### config.mk
export PLATFORM = sky130hd
export DESIGN_NAME = mc_control
export DESIGN_NICKNAME = d
export VERILOG_FILES = /design/src/rtl/mc_control.sv
export SDC_FILE = /design/constraint.sdc
export NUM_CORES = 1
export LEC_CHECK = 0
export ABC_AREA = 1
export BUFFER_PORTS_ARGS = -buffer_cell sky130_fd_sc_hd__buf_2
export CAP_MARGIN = 20
export CORE_MARGIN = 2
export CORE_UTILIZATION = 40
export CTS_BUF_LIST = sky130_fd_sc_hd__clkbuf_2 sky130_fd_sc_hd__clkbuf_4 sky130_fd_sc_hd__clkbuf_8
export CTS_CLUSTER_SIZE = 25
export DETAILED_ROUTE_END_ITERATION = 10
export MAX_ROUTING_LAYER = met4
export SYNTH_ARGS = -nofsm -noshare
export SYNTH_HDL_FRONTEND = slang
export SYNTH_SLANG_ARGS = --single-unit
export TNS_END_PERCENT = 50
### constraint.sdc
create_clock -name clk -period 3.8 [get_ports clk]
set_input_delay 0.38 -clock clk [delete_from_list [all_inputs] [get_ports clk]]
set_output_delay 0.38 -clock clk [all_outputs]
set_load 0.01 [all_outputs]
### src/rtl/mc_control.sv
// Multicycle control FSM for the MIPS-subset datapath: holds the fetched
// instruction and sequences fetch, decode, ALU, memory and writeback steps.
module mc_control #(
   parameter int COUNT_W = 32
) (
   input  logic               clk,
   input  logic               reset,
   input  logic [31:0]        instr,
   input  logic               ALU_zero,
   input  logic               mem_ack,
   output logic [31:0]        IR,
   output logic               IR_en,
   output logic               PC_sel,
   output logic               PC_LdEn,
   output logic               RFwen,
   output logic               RFsel_write,
   output logic               RFsel_B,
   output logic               ALU_Bin_sel,
   output logic [3:0]         ALU_func,
   output logic               mem_req,
   output logic               MEM_wen,
   output logic               ByteOp,
   output logic               retire,
   output logic               illegal,
   output logic [COUNT_W-1:0] instr_count
);

   typedef enum logic [2:0] {
      S_FETCH,
      S_DECODE,
      S_EXEC,
      S_MEM,
      S_WB
   } state_t;

   typedef enum logic [3:0] {
      C_RTYPE,
      C_LI,
      C_LUI,
      C_ADDI,
      C_ANDI,
      C_ORI,
      C_B,
      C_BEQ,
      C_BNE,
      C_LB,
      C_LW,
      C_SB,
      C_SW,
      C_ILL
   } cls_t;

   localparam logic [3:0] FN_ADD = 4'b0000;
   localparam logic [3:0] FN_SUB = 4'b0001;
   localparam logic [3:0] FN_AND = 4'b0010;
   localparam logic [3:0] FN_OR  = 4'b0011;

   state_t               state_q, state_d;
   logic [31:0]          ir_q, ir_d;
   logic [COUNT_W-1:0]   count_q, count_d;

   cls_t                 cls;
   logic                 is_load, is_store, is_byte, is_mem, is_cond_br;
   logic                 exec_bin;
   logic [3:0]           exec_func;

   function automatic cls_t decode_op(input logic [5:0] op);
      cls_t c;
      case (op)
         6'b100000: c = C_RTYPE;
         6'b111000: c = C_LI;
         6'b111001: c = C_LUI;
         6'b110000: c = C_ADDI;
         6'b110010: c = C_ANDI;
         6'b110011: c = C_ORI;
         6'b111111: c = C_B;
         6'b000000: c = C_BEQ;
         6'b000001: c = C_BNE;
         6'b000011: c = C_LB;
         6'b001111: c = C_LW;
         6'b000111: c = C_SB;
         6'b011111: c = C_SW;
         default:   c = C_ILL;
      endcase
      return c;
   endfunction

   // Instruction class and the ALU selects it implies, held from EXEC onward
   always_comb begin
      cls        = decode_op(ir_q[31:26]);
      is_load    = (cls == C_LB) || (cls == C_LW);
      is_store   = (cls == C_SB) || (cls == C_SW);
      is_byte    = (cls == C_LB) || (cls == C_SB);
      is_mem     = is_load || is_store;
      is_cond_br = (cls == C_BEQ) || (cls == C_BNE);
      exec_bin   = 1'b1;
      exec_func  = FN_ADD;
      case (cls)
         C_RTYPE: begin
            exec_bin  = 1'b0;
            exec_func = ir_q[3:0];
         end
         C_ANDI:  exec_func = FN_AND;
         C_ORI:   exec_func = FN_OR;
         C_BEQ, C_BNE: begin
            exec_bin  = 1'b0;
            exec_func = FN_SUB;
         end
         default: begin
            exec_bin  = 1'b1;
            exec_func = FN_ADD;
         end
      endcase
   end

   always_comb begin
      state_d     = state_q;
      IR_en       = 1'b0;
      PC_sel      = 1'b0;
      PC_LdEn     = 1'b0;
      RFwen       = 1'b0;
      RFsel_write = 1'b0;
      RFsel_B     = 1'b0;
      ALU_Bin_sel = 1'b0;
      ALU_func    = FN_ADD;
      mem_req     = 1'b0;
      MEM_wen     = 1'b0;
      ByteOp      = 1'b0;
      retire      = 1'b0;
      illegal     = 1'b0;
      case (state_q)
         S_FETCH: begin
            IR_en   = 1'b1;
            PC_LdEn = 1'b1;
            state_d = S_DECODE;
         end
         S_DECODE: begin
            RFsel_B = is_cond_br || is_store;
            if (cls == C_B) begin
               PC_sel  = 1'b1;
               PC_LdEn = 1'b1;
               retire  = 1'b1;
               state_d = S_FETCH;
            end else if (cls == C_ILL) begin
               illegal = 1'b1;
               state_d = S_FETCH;
            end else begin
               state_d = S_EXEC;
            end
         end
         S_EXEC: begin
            ALU_Bin_sel = exec_bin;
            ALU_func    = exec_func;
            if (is_cond_br) begin
               // Only output that looks at a live datapath flag
               RFsel_B = 1'b1;
               PC_sel  = 1'b1;
               PC_LdEn = (cls == C_BNE) ? ~ALU_zero : ALU_zero;
               retire  = 1'b1;
               state_d = S_FETCH;
            end else if (is_mem) begin
               RFsel_B = is_store;
               state_d = S_MEM;
            end else begin
               state_d = S_WB;
            end
         end
         S_MEM: begin
            ALU_Bin_sel = 1'b1;
            ALU_func    = FN_ADD;
            mem_req     = 1'b1;
            MEM_wen     = is_store;
            ByteOp      = is_byte;
            RFsel_B     = is_store;
            if (mem_ack) begin
               if (is_store) begin
                  retire  = 1'b1;
                  state_d = S_FETCH;
               end else begin
                  state_d = S_WB;
               end
            end
         end
         S_WB: begin
            RFwen       = 1'b1;
            RFsel_write = is_load;
            if (!is_load) begin
               ALU_Bin_sel = exec_bin;
               ALU_func    = exec_func;
            end
            retire  = 1'b1;
            state_d = S_FETCH;
         end
         default: state_d = S_FETCH;
      endcase
   end

   always_comb begin
      ir_d    = IR_en ? instr : ir_q;
      count_d = retire ? (count_q + COUNT_W'(1)) : count_q;
   end

   always_ff @(posedge clk) begin
      if (reset) begin
         state_q <= S_FETCH;
         ir_q    <= '0;
         count_q <= '0;
      end else begin
         state_q <= state_d;
         ir_q    <= ir_d;
         count_q <= count_d;
      end
   end

   assign IR          = ir_q;
   assign instr_count = count_q;

endmodule

==> flow_metrics.env <==
export IMPL_grt_max_degree=38
export IMPL_fin_util=0.498
export IMPL_max_freq_mhz=419
export IMPL_core_mm2=0.00964
export IMPL_num_fill_cells=1048
export IMPL_worst_slack_ns=1.41
export IMPL_crit_required_ns=3.42
export IMPL_setup_viol=0
export IMPL_hp_class="in -> reg"
export IMPL_powerDensity_mw_per_mm2=629
export IMPL_dieArea_mm2=0.0106
export IMPL_p_leak_uw=0.00228
export IMPL_drc=0
export IMPL_rows=36
export IMPL_wl_per_cell_um=13.2
export IMPL_ys_top_cells_by_area="dfxtp_1 (36%), nand2_1 (18%), nor2_1 (11%)"
export IMPL_holdBufCountCts=0
export IMPL_antenna_cells=0
export IMPL_syn_to_final_growth_pct=22.1
export IMPL_hold_violations=0
export IMPL_drt_first_pass_iters=5
export IMPL_routed_via_density=4.95
export IMPL_cts_max_level=3
export IMPL_rsz0062_at_grt="false"
export IMPL_pre_cts_ws_ns=1.54
export IMPL_synth_top_area_share=0.362
export IMPL_worst_setup_path_end_kind="output pin"
export IMPL_ys_seq_area_frac=0.362
export IMPL_ff_latch_area_mm2=0.00142
export IMPL_grt_pass1_wl_mm=18.7
export IMPL_tritoncts="done"
export IMPL_syn_nets=654
export IMPL_cts_setup_buffers=0
export IMPL_crit_path_start_kind="flip-flop"
export IMPL_num_nets_final=763
export IMPL_grt_use_total=0.231
export IMPL_critPathCapture="retire"
export IMPL_clk_pin_slew_ns=0.09
export IMPL_reg2reg_slack_ns=1.62
export IMPL_switching_share=0.430
export IMPL_syn_inst=617
export IMPL_place_hpwl_mm=8.50
export IMPL_status="complete, no violations"
export IMPL_fin_skew_ns=0.00769
export IMPL_gp_congestion=0.959
export IMPL_antenna_found_initial=0
export IMPL_worstSetupStartpoint="cls[3]"
export IMPL_slew_headroom=0.565
export IMPL_period_share=0.628
export IMPL_crit_type="reg -> out"
export IMPL_drv_slew=0
export IMPL_cts_made_buffers=9
export IMPL_cts_max_path_buffers=2
export IMPL_grt_overflow=0
export IMPL_ant_nets=0
export IMPL_setup_tns_ns=0
export IMPL_syn_avg_cell_area_um2=6.37
export IMPL_port_buffers=115
export IMPL_die_h_um=103
export IMPL_min_period_ns=2.39
export IMPL_grt_pass1_vias=4069
export IMPL_p_clk_frac=0.233
export IMPL_syn_area_mm2=0.00393
export IMPL_p_int_uw=1720
export IMPL_num_vias=4278
export IMPL_worstMarginPinSlew_ns=0.651
export IMPL_drt_iter0_drc=203
export IMPL_reg2regPathDepth=10
export IMPL_yosysTopAreaCell="dfxtp_1"
export IMPL_yosys_warnings=0
export IMPL_multi_input_area_mm2=0.00220
export IMPL_ys_ff_latch=71
export IMPL_initial_utilization=0.407
export IMPL_cp_arrival_ns=2.01
export IMPL_insertion_delay_ns=0.36
export IMPL_drive_gt1_frac=0.218
export IMPL_clkSinkCount=71
export IMPL_reg2reg_from="state_q[0]"
export IMPL_cp_max_fo=36
export IMPL_totalWireLength_mm=11.4
export IMPL_p_sw_uw=1300
export IMPL_ys_types=33
export IMPL_p_seq_frac=0.354
export IMPL_io_pins=116
export IMPL_vdd_drop_max_mv=0.487
export IMPL_combPwrFrac=0.413
export IMPL_maxCapViolCount=0
export IMPL_die_w_um=103
export IMPL_clockRootBuffer="clkbuf_8"
export IMPL_cts_resized=0
export IMPL_regToRegEndpoint="cls[3]"
[power groups by stage]
stage | Combinational [µW] | Clock [µW] | Sequential [µW]
2_1_floorplan | 811 | 0 | 1140
4_1_cts | 1250 | 720 | 1070
3_3_place_gp | 1220 | 0 | 1080
6_report | 1240 | 703 | 1070
5_1_grt | 1410 | 758 | 1090
3_5_place_dp | 1240 | 0 | 1090
[layer usage]
layer | up-vias | routed length, µm | global-route usage
li1 | 2194 | - | -
met1 | 1913 | 5080 | 0.275
met2 | 147 | 5330 | 0.379
met3 | 24 | 664 | 0.0522
met4 | 0 | 303 | 0.0901
met5 | - | 0 | -
[worst min-delay path by stage]
| stage | startpoint | end | slack (ns) | depth (start not counted) |
|---|---|---|---|---|
| 6_report | instr[20] | IR[20] | 0.24 | 3 |
| 5_1_grt | instr[24] | IR[24] | 0.26 | 3 |
| 2_1_floorplan | instr_count[31] | instr_count[31] | 0.51 | 2 |
| 4_1_cts | instr[20] | IR[20] | 0.23 | 3 |
| 3_5_place_dp | IR[15] | IR[15] | 0.47 | 2 |
| 3_3_place_gp | IR[16] | IR[16] | 0.46 | 2 |
[worst max-delay path: stages, from the launching register on]
cell	delay (ns)
dfxtp_1	0.38
inv_1	0.11
nand2_2	0.09
nor2_2	0.05
nand4_1	0.20
nand4_4	0.48
buf_2	0.32
[synth_stat cells, drive strengths merged]
cell type,count
nand4,9
nand3,38
o211ai,2
dfxtp,71
a22oi,1
xnor2,3
a21oi,38
or2,2
ha,1
nor2,118
nand2,196
nand3b,12
o311ai,1
nor3,11
o21ai,33
nor4,2
inv,52
buf,9
xor2,8
clkbuf,9
a31oi,1
[area by class of cell]
| cell class | count | share of cell area |
|---|---|---|
| clock buffer | 9 | 0.0258 |
| clock inverter | 7 | 0.0214 |
| inverter | 52 | 0.0407 |
| multi-input combinational | 476 | 0.459 |
| sequential | 71 | 0.296 |
| tap | 133 | 0.0347 |
| timing repair buffer | 116 | 0.122 |
[stage by stage]
step	instances	hold slack (ns)	total power [µW]	instance area [µm²]
floorplan	617	0.506	1950	3930
global placement	848	0.460	2300	4570
detailed placement	848	0.471	2330	4570
CTS	864	0.232	3040	4800
global route	864	0.256	3270	4800
finish	864	0.244	3020	4800
[layout by cell type, fill, tap and decap left out, types with 2 or more instances in the layout]
master,n
a21oi_1,35
a21oi_2,3
buf_2,115
bufinv_16,2
clkbuf_8,9
dfxtp_1,71
inv_1,47
inv_2,5
inv_6,3
nand2_1,190
nand2_2,3
nand2_4,3
nand3_1,36
nand3_2,2
nand3b_1,12
nand4_1,8
nor2_1,112
nor2_2,3
nor2_4,3
nor3_1,9
nor3_2,2
nor4_1,2
o211ai_1,2
o21ai_0,29
o21ai_1,4
or2_2,2
xnor2_1,3
xor2_1,8
[sequential cells by signal, summed over array words and instances (netlist names)]
register and flops:
state_q 3, cls 4, instr_count 32, IR 32
[cell families after synthesis]
kind of cell / Yosys count / share of synthesized area
AND/OR/NAND/NOR: 388 / 0.430
AO/OA/AOI/OAI: 76 / 0.103
flip-flops: 71 / 0.362
buffers and inverters: 70 / 0.0771
XOR/XNOR: 11 / 0.0245
adder cells (fa/ha/maj): 1 / 0.00319
Power figures use the tool's default switching activity.
